### src/rtl/tbird_pkg.sv
// Shared types for the T-bird turn-signal blocks: the per-channel debounce
// state, the light sequencer's state, and a helper that maps a debounce
// state to its conditioned level.
package tbird_pkg;

    typedef enum logic [1:0] {
        DB_LO      = 2'd0,
        DB_PEND_HI = 2'd1,
        DB_HI      = 2'd2,
        DB_PEND_LO = 2'd3
    } t_debounce_state;

    typedef enum logic [2:0] {
        LIGHT_IDLE = 3'd0,
        LIGHT_L1   = 3'd1,
        LIGHT_L2   = 3'd2,
        LIGHT_L3   = 3'd3,
        LIGHT_R1   = 3'd4,
        LIGHT_R2   = 3'd5,
        LIGHT_R3   = 3'd6,
        LIGHT_LR3  = 3'd7
    } t_light_state;

    // The accepted level is high in HI and while a fall is still pending.
    function automatic logic db_level(input t_debounce_state st);
        return (st == DB_HI) || (st == DB_PEND_LO);
    endfunction

endpackage

### src/rtl/tbird_input_cond_if.sv
// Switch-side bus of the input conditioner: the three raw switches and the
// three conditioned requests handed on to the light sequencer.
interface tbird_input_cond_if;
    logic left_sw;
    logic right_sw;
    logic haz_sw;
    logic left;
    logic right;
    logic haz;

    // Whoever drives the switches and consumes the requests.
    modport master (
        output left_sw, right_sw, haz_sw,
        input  left, right, haz
    );

    // The conditioner itself.
    modport slave (
        input  left_sw, right_sw, haz_sw,
        output left, right, haz
    );
endinterface

### src/rtl/tbird_debounce.sv
// One conditioning channel: two-flop synchronizer feeding a four-state
// debounce FSM. A level change is accepted only after DEBOUNCE_CYCLES
// consecutive synchronized samples of the new value; any reversal while
// pending drops back to the old stable state, so the output never glitches.
module tbird_debounce
    import tbird_pkg::*;
#(
    parameter int DEBOUNCE_CYCLES = 16
) (
    input  logic clk,
    input  logic rst_b,
    input  logic raw,
    output logic level
);

    localparam int CW = $clog2(DEBOUNCE_CYCLES);
    localparam logic [CW-1:0] CNT_MAX = CW'(DEBOUNCE_CYCLES - 1);
    localparam logic [CW-1:0] CNT_ONE = CW'(1);

    logic            sync_p0;
    logic            sync_p1;
    t_debounce_state state;
    t_debounce_state state_nxt;
    logic [CW-1:0]   cnt;
    logic [CW-1:0]   cnt_nxt;

    // Synchronizer: bring the asynchronous switch into the clock domain.
    always_ff @(posedge clk or negedge rst_b) begin
        if (!rst_b) begin
            sync_p0 <= 1'b0;
            sync_p1 <= 1'b0;
        end else begin
            sync_p0 <= raw;
            sync_p1 <= sync_p0;
        end
    end

    // Next-state logic; the counter stops at CNT_MAX because the state
    // always leaves PEND_* on that count, so it cannot wrap.
    always_comb begin
        state_nxt = state;
        cnt_nxt   = cnt;
        case (state)
            DB_LO: begin
                if (sync_p1) begin
                    state_nxt = DB_PEND_HI;
                    cnt_nxt   = '0;
                end
            end
            DB_PEND_HI: begin
                if (!sync_p1) begin
                    state_nxt = DB_LO;
                    cnt_nxt   = '0;
                end else if (cnt == CNT_MAX) begin
                    state_nxt = DB_HI;
                    cnt_nxt   = '0;
                end else begin
                    cnt_nxt = cnt + CNT_ONE;
                end
            end
            DB_HI: begin
                if (!sync_p1) begin
                    state_nxt = DB_PEND_LO;
                    cnt_nxt   = '0;
                end
            end
            DB_PEND_LO: begin
                if (sync_p1) begin
                    state_nxt = DB_HI;
                    cnt_nxt   = '0;
                end else if (cnt == CNT_MAX) begin
                    state_nxt = DB_LO;
                    cnt_nxt   = '0;
                end else begin
                    cnt_nxt = cnt + CNT_ONE;
                end
            end
            default: begin
                state_nxt = DB_LO;
                cnt_nxt   = '0;
            end
        endcase
    end

    // State, counter and registered level; level is loaded from the next
    // state so it changes on the same edge the FSM enters HI or LO.
    always_ff @(posedge clk or negedge rst_b) begin
        if (!rst_b) begin
            state <= DB_LO;
            cnt   <= '0;
            level <= 1'b0;
        end else begin
            state <= state_nxt;
            cnt   <= cnt_nxt;
            level <= db_level(state_nxt);
        end
    end

endmodule

### src/rtl/tbird_input_cond.sv
// T-bird input conditioner: synchronizes and debounces the left, right and
// hazard switches independently (no left/right priority here; the sequencer
// resolves that).
// Build option TBIRD_HAZ_TOGGLE_EN: when defined, haz is a toggle register
// that flips one cycle after each debounced hazard press; otherwise haz is
// the debounced hazard level.
module tbird_input_cond
    import tbird_pkg::*;
#(
    parameter int DEBOUNCE_CYCLES = 16
) (
    input  logic               clk,
    input  logic               rst_b,
    tbird_input_cond_if.slave  bus
);

    logic left_lvl;
    logic right_lvl;
    logic haz_lvl;

    tbird_debounce #(.DEBOUNCE_CYCLES(DEBOUNCE_CYCLES)) u_left (
        .clk   (clk),
        .rst_b (rst_b),
        .raw   (bus.left_sw),
        .level (left_lvl)
    );

    tbird_debounce #(.DEBOUNCE_CYCLES(DEBOUNCE_CYCLES)) u_right (
        .clk   (clk),
        .rst_b (rst_b),
        .raw   (bus.right_sw),
        .level (right_lvl)
    );

    tbird_debounce #(.DEBOUNCE_CYCLES(DEBOUNCE_CYCLES)) u_haz (
        .clk   (clk),
        .rst_b (rst_b),
        .raw   (bus.haz_sw),
        .level (haz_lvl)
    );

    assign bus.left  = left_lvl;
    assign bus.right = right_lvl;

`ifdef TBIRD_HAZ_TOGGLE_EN
    logic haz_lvl_q;
    logic haz_tog;

    // Hazard toggle: flip on each debounced rising edge, ignore falls.
    always_ff @(posedge clk or negedge rst_b) begin
        if (!rst_b) begin
            haz_lvl_q <= 1'b0;
            haz_tog   <= 1'b0;
        end else begin
            haz_lvl_q <= haz_lvl;
            if (haz_lvl && !haz_lvl_q) begin
                haz_tog <= ~haz_tog;
            end
        end
    end

    assign bus.haz = haz_tog;
`else
    assign bus.haz = haz_lvl;
`endif

endmodule

### src/flat_wrapper.sv
// flat-port wrapper written by rule: the top's interface ports become plain ports
module tbird_input_cond_flat import tbird_pkg::*;
#(
    parameter int DEBOUNCE_CYCLES = 16
)
  (clk, rst_b, bus_left_sw, bus_right_sw, bus_haz_sw, bus_left, bus_right, bus_haz);
  tbird_input_cond_if bus_i ();
  input  logic clk;
  input  logic rst_b;
  input wire logic [$bits(bus_i.left_sw)-1:0] bus_left_sw;
  input wire logic [$bits(bus_i.right_sw)-1:0] bus_right_sw;
  input wire logic [$bits(bus_i.haz_sw)-1:0] bus_haz_sw;
  output wire logic [$bits(bus_i.left)-1:0] bus_left;
  output wire logic [$bits(bus_i.right)-1:0] bus_right;
  output wire logic [$bits(bus_i.haz)-1:0] bus_haz;
  assign bus_i.left_sw = bus_left_sw;
  assign bus_i.right_sw = bus_right_sw;
  assign bus_i.haz_sw = bus_haz_sw;
  assign bus_left = bus_i.left;
  assign bus_right = bus_i.right;
  assign bus_haz = bus_i.haz;
  tbird_input_cond #(.DEBOUNCE_CYCLES(DEBOUNCE_CYCLES)) u_core (.clk(clk), .rst_b(rst_b), .bus(bus_i));
endmodule
### config.mk
export PLATFORM = sky130hd
export DESIGN_NAME = tbird_input_cond_flat
export DESIGN_NICKNAME = d
export VERILOG_FILES = /design/src/rtl/tbird_pkg.sv /design/src/rtl/tbird_input_cond_if.sv /design/src/rtl/tbird_debounce.sv /design/src/rtl/tbird_input_cond.sv /design/src/flat_wrapper.sv
export SDC_FILE = /design/constraint.sdc
export NUM_CORES = 1
export LEC_CHECK = 0
export CAP_MARGIN = 20
export CORE_MARGIN = 10
export CORE_UTILIZATION = 56
export DETAILED_ROUTE_END_ITERATION = 10
export PLACE_DENSITY_LB_ADDON = 0.08
export SLEW_MARGIN = 20
export SYNTH_ARGS = -nofsm -noshare
export SYNTH_HDL_FRONTEND = slang
export SYNTH_SLANG_ARGS = --single-unit
export TNS_END_PERCENT = 5
### constraint.sdc
create_clock -name clk -period 1.8 [get_ports clk]
set_clock_uncertainty 0.15 [all_clocks]
set_input_delay 0.36 -clock clk [delete_from_list [all_inputs] [get_ports clk]]
set_output_delay 0.36 -clock clk [all_outputs]
set_load 0.01 [all_outputs]
* After elaboration in Yosys (flattened, before gate mapping)
Index checks and enable logic that the tools add are counted.
Widths: inputs -> output; s select.
** Storage, ports and cells
- Logic and storage cells :: 90
- Input port bits :: 5
- Register bits :: 27
** Cells by class
- Equal/unequal tests :: 24
- Reductions and logical operators :: 9
- $add $sub $neg :: 3
- Muxes and demuxes :: 39
** Operators with widths (count)
- $mux 4 :: 15
- $pmux 4 s4 :: 3
- $mux 2 :: 18
- $eq 2x2->1 const B :: 12
- $pmux 2 s4 :: 3
- $add 4x1->4 const B :: 3
- $eq 4x4->1 const B :: 3
- $ne 2x2->1 const B :: 6
- $eq 2x1->1 const B :: 3
- $logic_not 2->1 :: 3
- $reduce_and 2->1 :: 3
- $logic_or 1x1->1 :: 3

* Logic depth before layout (Yosys ltp)
Gate-level depths: netlist (run 1).
- Word-level depth :: 6
- Mapped depth :: 4
- Depth with buffers taken out :: 4

* Cells and area by module
A second synthesis (run 1) with hierarchy kept.
** Unflattened totals
- Cell total of the unflattened synthesis :: 96
- Area total of the unflattened synthesis :: 1126.1 µm²
** Modules (own cells, without submodules)
- tbird_debounce :: area an instance 375.4 µm², cells each 32, instances 3

* Worst setup path before layout (run 1)
Ideal clock, no wire load.
- Path kind :: reg-to-reg
- From :: reg u_core.u_right.cnt[0]
- To :: reg u_core.u_right.level
- Arrival :: 1.191 ns
- Period minus slack after synthesis :: 1.468 ns
- Stages on the path, launching flop included :: 5
- Path buffers :: 0
- Slack :: 0.332 ns
- Cells stage by stage :: dfrtp_1 > ha_1 > and3_1 > nand2_1 > mux2_1
** On the way
- Longest elaborated chain between the ends :: 6
** RTL lines
- from (decl) :: line tbird_debounce.sv:24 : logic [CW-1:0] cnt;
- from (signal assigned) :: line tbird_debounce.sv:94 : cnt <= cnt_nxt;
- $eq 4x4->1 * :: line tbird_debounce.sv:54, tbird_debounce.sv:71
- $mux 2 (on tied branches) :: line tbird_debounce.sv:71, tbird_debounce.sv:54
- $mux 2 (on tied branches) :: line tbird_debounce.sv:68, tbird_debounce.sv:51
- $pmux 2 s4 * :: line tbird_debounce.sv:43 : case (state)
- net u_core.u_right.state_nxt[1] :: line tbird_debounce.sv:23 : t_debounce_state state_nxt;
- $eq 2x2->1 :: line tbird_pkg.sv:26 : return (st == DB_HI) || (st == DB_PEND_LO);
- $logic_or 1x1->1 * :: line tbird_pkg.sv:26
- to (signal assigned) :: line tbird_debounce.sv:95 : level <= db_level(state_nxt);
- to (decl) :: line tbird_debounce.sv:13 : output logic level
The timed path passes the listed nets; every way through them passes the cells marked *.
A chain may end at the register's enable or synchronous reset.

* Worst setup path in the final report (run 1)
- From :: reg u_core.u_haz.level
- To :: out bus_haz
** RTL lines
- from (decl) :: line tbird_debounce.sv:13
- from (signal assigned) :: line tbird_debounce.sv:95
- to (decl) :: line flat_wrapper.sv:15 : output wire logic [$bits(bus_i.haz)-1:0] bus_haz;
No word-level cell between the ends.

==> run metrics, run 1 <==
status completed; Final setup violation count 0; sequential fraction of the synthesis area 0.5612; worst setup path start u_core.u_haz.level$_DFF_PN0_; RSZ-0062 raised after global routing no; total global-route track usage 0.09104; Ys Warns 0; Die Height 64.62 um; DIE AREA 4175 um2; vias in the first global route 730; Post-Layout Cell Count 134; max-cap viol count 0; P per Cell Area 746.6 nW/um2; Routed WL 1696 um; Mapped Avg Cell Area 11.73 um2; Routed Antenna Nets 0; crit path max-delay cell type clkdlybuf4s50_1; kind of critical path reg2out; grt ovf 0; first-pass GRT wire length 3091 um; Core ar. 1922 um2; buffer type at the clock tree root clkbuf_4; # DRC 0; Syn Nets 103; vias 740; commonest non-fill, non-tap cells in the layout dfrtp_1, nand2_1, nand3_1, clkdlybuf4s50_1; Critical Path AT 1.22 ns; Top Ports 8; initial antenna violation count 0; # rows 16; CP top delay family buffers and inverters; launching point of the worst reg2reg path u_core.u_left.cnt[0]$_DFFE_PN0P_; crit-path cells clkdlybuf4s50_1; count of pins over their slew limit 0; Die X 64.62 um; ratio of cells with drive above 1 in the final layout 0.08411; # diodes 0; Worst Setup End Kind primary output; clock sink count 25; Hold Crit Class in2async; DR iter-0 viols 19; synthesized cell area 1115 um2; post-detailed-route via-to-cell ratio 5.522; placer congestion estimate 0.8600; Slew @ Worst Pin 0.4419 ns; Period Utilization, post-route 0.9613; Crit path largest cell delay 0.53 ns; slew margin rel. 0.7044; commonest non-fill, non-tap cell in the layout dfrtp_1; FF+latch count, synth 25; CTS clock-pin slew for the worst setup and hold paths 0.14 ns; Synth cell types 29; Starting Density 0.5801; First-pass DRT Iterations 4; VDD IR max 0.6615 mV; Max Fclk 577.9 MHz; Layout Nets 116; CTS tree built; crit path launch type flop; port buffer count 7; final worst path period need 1.730 ns; pin count of the biggest net entering global routing 26; fillers 159; worst skew pair latency 0.32 ns; H-tree Lvls 1; Design Area, Final 1256 um2; Syn Inst Count 95; clk buf depth 2; count of buffer and inverter cells on the critical path 1; final hold vios 0; P&R area growth vs syn 12.68%; Placed Cells 129; Leakage Power 0.5819 nW; critical path data required time 1.29 ns; # hold bufs at CTS 0; routed len/inst 12.66 um; cts bufs inserted 3; crit path max fanout 2; DPL Wire Length 1218 um; Area after DPL 1219 um2; setup tns final 0 ns
## worst paths after layout
check | slack [ns] | depth (start not counted) | end
setup / recovery | 0.07 | 1 | bus_haz
hold / removal | 0.22 | 2 | u_core.u_haz.cnt[3]$_DFFE_PN0P_
setup reg to reg | 0.25 | 4 | u_core.u_left.level$_DFF_PN0_
hold reg to reg | 0.22 | 0 | u_core.u_left.sync_p1$_DFF_PN0_
max in group asynchronous | 1.05 | 2 | u_core.u_left.cnt[3]$_DFFE_PN0P_
min in group clk | 0.22 | 0 | u_core.u_left.sync_p1$_DFF_PN0_
## logic make-up after synthesis
| group | synth area share |
|---|---|
| multiplexers | 0.05050 |
| XOR/XNOR | 0.06061 |
| buffers and inverters | 0.02356 |
| AO/OA/AOI/OAI | 0.1089 |
| adder cells (fa/ha/maj) | 0.03367 |
| flip-flops | 0.5612 |
| AND/OR/NAND/NOR | 0.1616 |
## through the flow
step	hold slack (ns)	setup slack, ns	util	total power [mW]
after floorplan	-0.08559	0.3318	-	0.6537
after global placement	0.1887	0.2837	0.6341	0.6841
after detailed placement	0.1886	0.2672	0.6341	0.6857
after CTS	0.2158	0.03079	0.6536	0.9573
after global routing	0.2301	0.001587	0.6536	0.9894
final	0.2228	0.06958	0.6536	0.9379
## cells in the mapped netlist
library cell | n | area share
dfrtp_1 | 25 | 0.56
nand2_1 | 10 | 0.034
nand3_1 | 6 | 0.027
a21oi_1 | 4 | 0.018
a31o_1 | 4 | 0.031
inv_1 | 4 | 0.013
mux2_1 | 4 | 0.040
and3_1 | 3 | 0.017
and4b_1 | 3 | 0.027
ha_1 | 3 | 0.034
nor2b_1 | 3 | 0.017
nor3_1 | 3 | 0.013
xnor2_1 | 3 | 0.024
nor4_1 | 2 | 0.011
o22ai_1 | 2 | 0.011
o31ai_1 | 2 | 0.013
xnor2_2 | 2 | 0.029
a211oi_1 | 1 | 0.0067
a311oi_1 | 1 | 0.0079
buf_4 | 1 | 0.0067
clkinv_1 | 1 | 0.0034
mux2_2 | 1 | 0.010
nand4_1 | 1 | 0.0056
nor2_1 | 1 | 0.0034
o2111ai_1 | 1 | 0.0079
o21ai_1 | 1 | 0.0045
o311ai_1 | 1 | 0.0079
or4_1 | 1 | 0.0067
xor2_1 | 1 | 0.0079
## registers in the layout (all words and copies together) (netlist names)
register                flops
u_core.u_haz.cnt            4
u_core.u_haz.level          1
u_core.u_haz.state          1
u_core.u_haz.sync_p0        1
u_core.u_haz.sync_p1        1
u_core.u_left.cnt           4
u_core.u_left.level         1
u_core.u_left.state         2
u_core.u_left.sync_p0       1
u_core.u_left.sync_p1       1
u_core.u_right.cnt          4
u_core.u_right.level        1
u_core.u_right.state        1
u_core.u_right.sync_p0      1
u_core.u_right.sync_p1      1
## area by class of cell
class / count / area [um2] / area share
inverter: 5 / 18.77 / 0.01494
clock inverter: 1 / 8.758 / 0.006972
clock buffer: 3 / 22.52 / 0.01793
multi-input combinational: 64 / 462.9 / 0.3685
timing repair buffer: 9 / 83.83 / 0.06673
tap: 27 / 33.78 / 0.02689
sequential: 25 / 625.6 / 0.4980
## report_power, final
group          internal, mW  switching, mW  total [mW]
registers             0.583         0.0228       0.606
clock network        0.0904          0.174       0.264
logic                0.0307         0.0368      0.0675
total                 0.704          0.233       0.938
## metal layers
metal  track usage  wire length, um
met1        0.1108              793
met3       0.04296               92
met4       0.02406               16
met2        0.1416              793
met5             0                0
## timing repair
item | in CTS | in global routing
endpoints found under the setup margin | 2 | 0
buffers inserted | 1 | 0
endpoints found under the hold margin | 0 | 0
resized for setup | 1 | 0
(Power assumes the default switching activity.)
==> inputs of run 2 (changes only) <==
--- a/config.mk
+++ b/config.mk
@@ -13,5 +13,6 @@
 export SLEW_MARGIN = 20
 export SYNTH_ARGS = -nofsm -noshare
 export SYNTH_HDL_FRONTEND = slang
+export SYNTH_HIERARCHICAL = 1
 export SYNTH_SLANG_ARGS = --single-unit
 export TNS_END_PERCENT = 5
==> constraint.sdc (replaced) <==
create_clock -name clk -period 1.94 [get_ports clk]
set_clock_uncertainty 0.15 [all_clocks]
set_input_delay 0.388 -clock clk [delete_from_list [all_inputs] [get_ports clk]]
set_output_delay 0.388 -clock clk [all_outputs]
set_load 0.01 [all_outputs]
==> run 2 against run 1 <==
Against the previous run:
- utilization increased by 0.49 points
- synthesized area grew 1.0%
- non-clock buffer count fell by 1
- largest cell class unchanged
==> run metrics, run 2 <==
sequential fraction of the synthesis area 0.5333; path length in cells of the critical path 1; internal power 0.7554 mW; ys async rst share 1.000; crit path launch type flop; Final setup violation count 0; Final Core Density 0.6585; H-tree Lvls 1; crit-path cells clkdlybuf4s50_1; Mapped Avg Cell Area 11.73 um2; Worst Setup End Kind primary output; top cell type by total area after synthesis dfrtp_1; Critical Path AT 1.29 ns; Die Height 64.84 um; # diodes 0; hold slack 0.2173 ns; final hold vios 0; DIE AREA 4204 um2; Ys Warns 6; most frequent cell after synthesis dfrtp_1; Leakage Power 0.5290 nW; buffer type at the clock tree root clkbuf_4; Syn Nets 104; R2R cell count 4; P per Cell Area 751.0 nW/um2; VDD IR max 0.5903 mV; cts bufs inserted 3; Layout Nets 114; setup tns final 0 ns; total global-route track usage 0.08654; post-detailed-route via-to-cell ratio 5.652; # hold bufs at CTS 0; Crit path largest cell delay 0.56 ns; commonest non-fill, non-tap cells in the layout dfrtp_1, nand2_1, clkdlybuf4s50_1; vias 746; count of buffer and inverter cells on the critical path 1; clock share of power 0.371; sequential power share 0.570; clk buf depth 2; routed len/inst 12.89 um; slew margin rel. 0.7686; grt ovf 0; fillers 161; vias in the first global route 689; kind of critical path reg2out; Synth cell types 19; crit path max fanout 4; launching point of the worst reg2reg path u_core/u_left/cnt[0]$_DFFE_PN0P_; worst setup path start u_core/u_haz/level$_DFF_PN0_; reg-to-reg slack, setup 0.33 ns; setup repair bufs after CTS 0; Synth top cells by count dfrtp_1, nand2_1; First-pass DRT Iterations 4; RSZ-0062 raised after global routing no; Top Ports 8; min-delay src u_core/u_left/sync_p0$_DFF_PN0_; clock sink count 24; CP endpoint bus_haz; worst skew pair latency 0.31 ns; status completed; Die X 64.84 um; pin count of the biggest net entering global routing 25; DPL Wire Length 1251 um; Comb power frac 0.059; max-cap viol count 0; crit path max-delay cell type clkdlybuf4s50_1; port buffer count 7; P&R area growth vs syn 13.56%; Largest regs u_core/u_haz/cnt: 4 flops, u_core/u_left/cnt: 4 flops, u_core/u_right/cnt: 4 flops; Starting Density 0.5799; placer congestion estimate 0.7530; final worst path period need 1.829 ns; Period Utilization, post-route 0.9429; ratio of cells with drive above 1 in the final layout 0.1619; DR iter-0 viols 26; CTS clock-pin slew for the worst setup and hold paths 0.13 ns; ranking of synthesized cells by area dfrtp_1, o311ai_0, xor2_2, ha_1, o31ai_2; first-pass GRT wire length 3022 um; count of pins over their slew limit 0; Sw Share 0.2134; initial antenna violation count 0; # rows 16; # DRC 0; Area after DPL 1222 um2; Post-synth top flop dfrtp_1; FF+latch count, synth 24; synthesized cell area 1126 um2; Routed WL 1701 um; Hold Crit Class reg2reg; critical path data required time 1.40 ns; top cell type's share of synthesized area 0.5333; commonest non-fill, non-tap cell in the layout dfrtp_1; Syn Inst Count 96; Routed Antenna Nets 0; Slew @ Worst Pin 0.3468 ns; Design Area, Final 1279 um2; EDFF count, synth 0; R2R Path End u_core/u_left/level$_DFF_PN0_; Core ar. 1942 um2; Max Fclk 546.7 MHz; CP top delay family buffers and inverters; CTS tree built; Psw 0.2050 mW
==> run 2: cell types whose count changed in the layout (fill, tap and decap cells not counted), sizes merged, moves of 3 or more <==
cell    before  now
a31o         4    0
nand3b       0    3
nand4b       0    3
nor2b        3    0
nor3         3    0
o311ai       1    6
==> run 2: worst min-delay path by stage <==
stage	endpoint	slack (ns)	cells after the start
3_3_place_gp	u_core/u_haz/sync_p1$_DFF_PN0_	0.19	0
3_5_place_dp	u_core/u_haz/sync_p1$_DFF_PN0_	0.19	0
4_1_cts	u_core/u_haz/sync_p1$_DFF_PN0_	0.22	0
6_report	u_core/u_left/sync_p1$_DFF_PN0_	0.22	0
2_1_floorplan	u_core/u_haz/cnt[0]$_DFFE_PN0P_	-0.06	0
5_1_grt	u_core/u_left/sync_p1$_DFF_PN0_	0.23	0
==> run 2: per-stage QoR <==
stage | cells | setup slack, ns | power (mW)
floorplan | 96 | 0.4456 | 0.5867
finish | 132 | 0.1109 | 0.9604
CTS | 132 | 0.04142 | 0.9688
global placement | 128 | 0.3755 | 0.6128
detailed placement | 128 | 0.3667 | 0.6153
global route | 132 | 0.03145 | 1.002
==> run 2: power by group through the flow <==
| stage | logic, mW | registers (mW) | clock network (mW) |
|---|---|---|---|
| final | 0.0571 | 0.547 | 0.356 |
| after global routing | 0.0653 | 0.552 | 0.385 |
| after CTS | 0.0587 | 0.547 | 0.363 |
| after detailed placement | 0.0584 | 0.557 | 0 |
| after global placement | 0.0574 | 0.555 | 0 |
| after floorplan | 0.0410 | 0.546 | 0 |
==> run 2: cell families after synthesis <==
kind of cell / Yosys count / share of synthesized area
AOI/OAI and AO/OA: 21 / 0.1433
xor gates and xnor gates: 6 / 0.06667
adders and majority gates: 3 / 0.03334
buffers and inverters: 9 / 0.03333
DFF: 24 / 0.5333
muxes: 3 / 0.03000
and+or+nand+nor: 30 / 0.1600
==> run 2: layout make-up <==
type	count	area (um2)	area share
clock buffers	3	22.52	0.01761
multi-input cells	63	488.0	0.3816
well taps	27	33.78	0.02642
inverters	6	22.52	0.01761
clock inverters	1	30.03	0.02348
repair buffers	8	77.57	0.06067
flip-flops and latches	24	604.3	0.4726
==> run 2: per-layer routing <==
layer  global-route usage  vias up  routed length, um
met5                    0        -                  0
li1                     -      376                  -
met1               0.1180      359                872
met2               0.1268        9                772
met3              0.02921        2                 49
met4              0.02406        0                  8
==> run 2: what timing repair did <==
action | 4_1_cts | 5_1_grt
endpoints found under the hold margin | 0 | 0
gates resized for setup | 0 | 3
setup endpoints to repair | 0 | 3
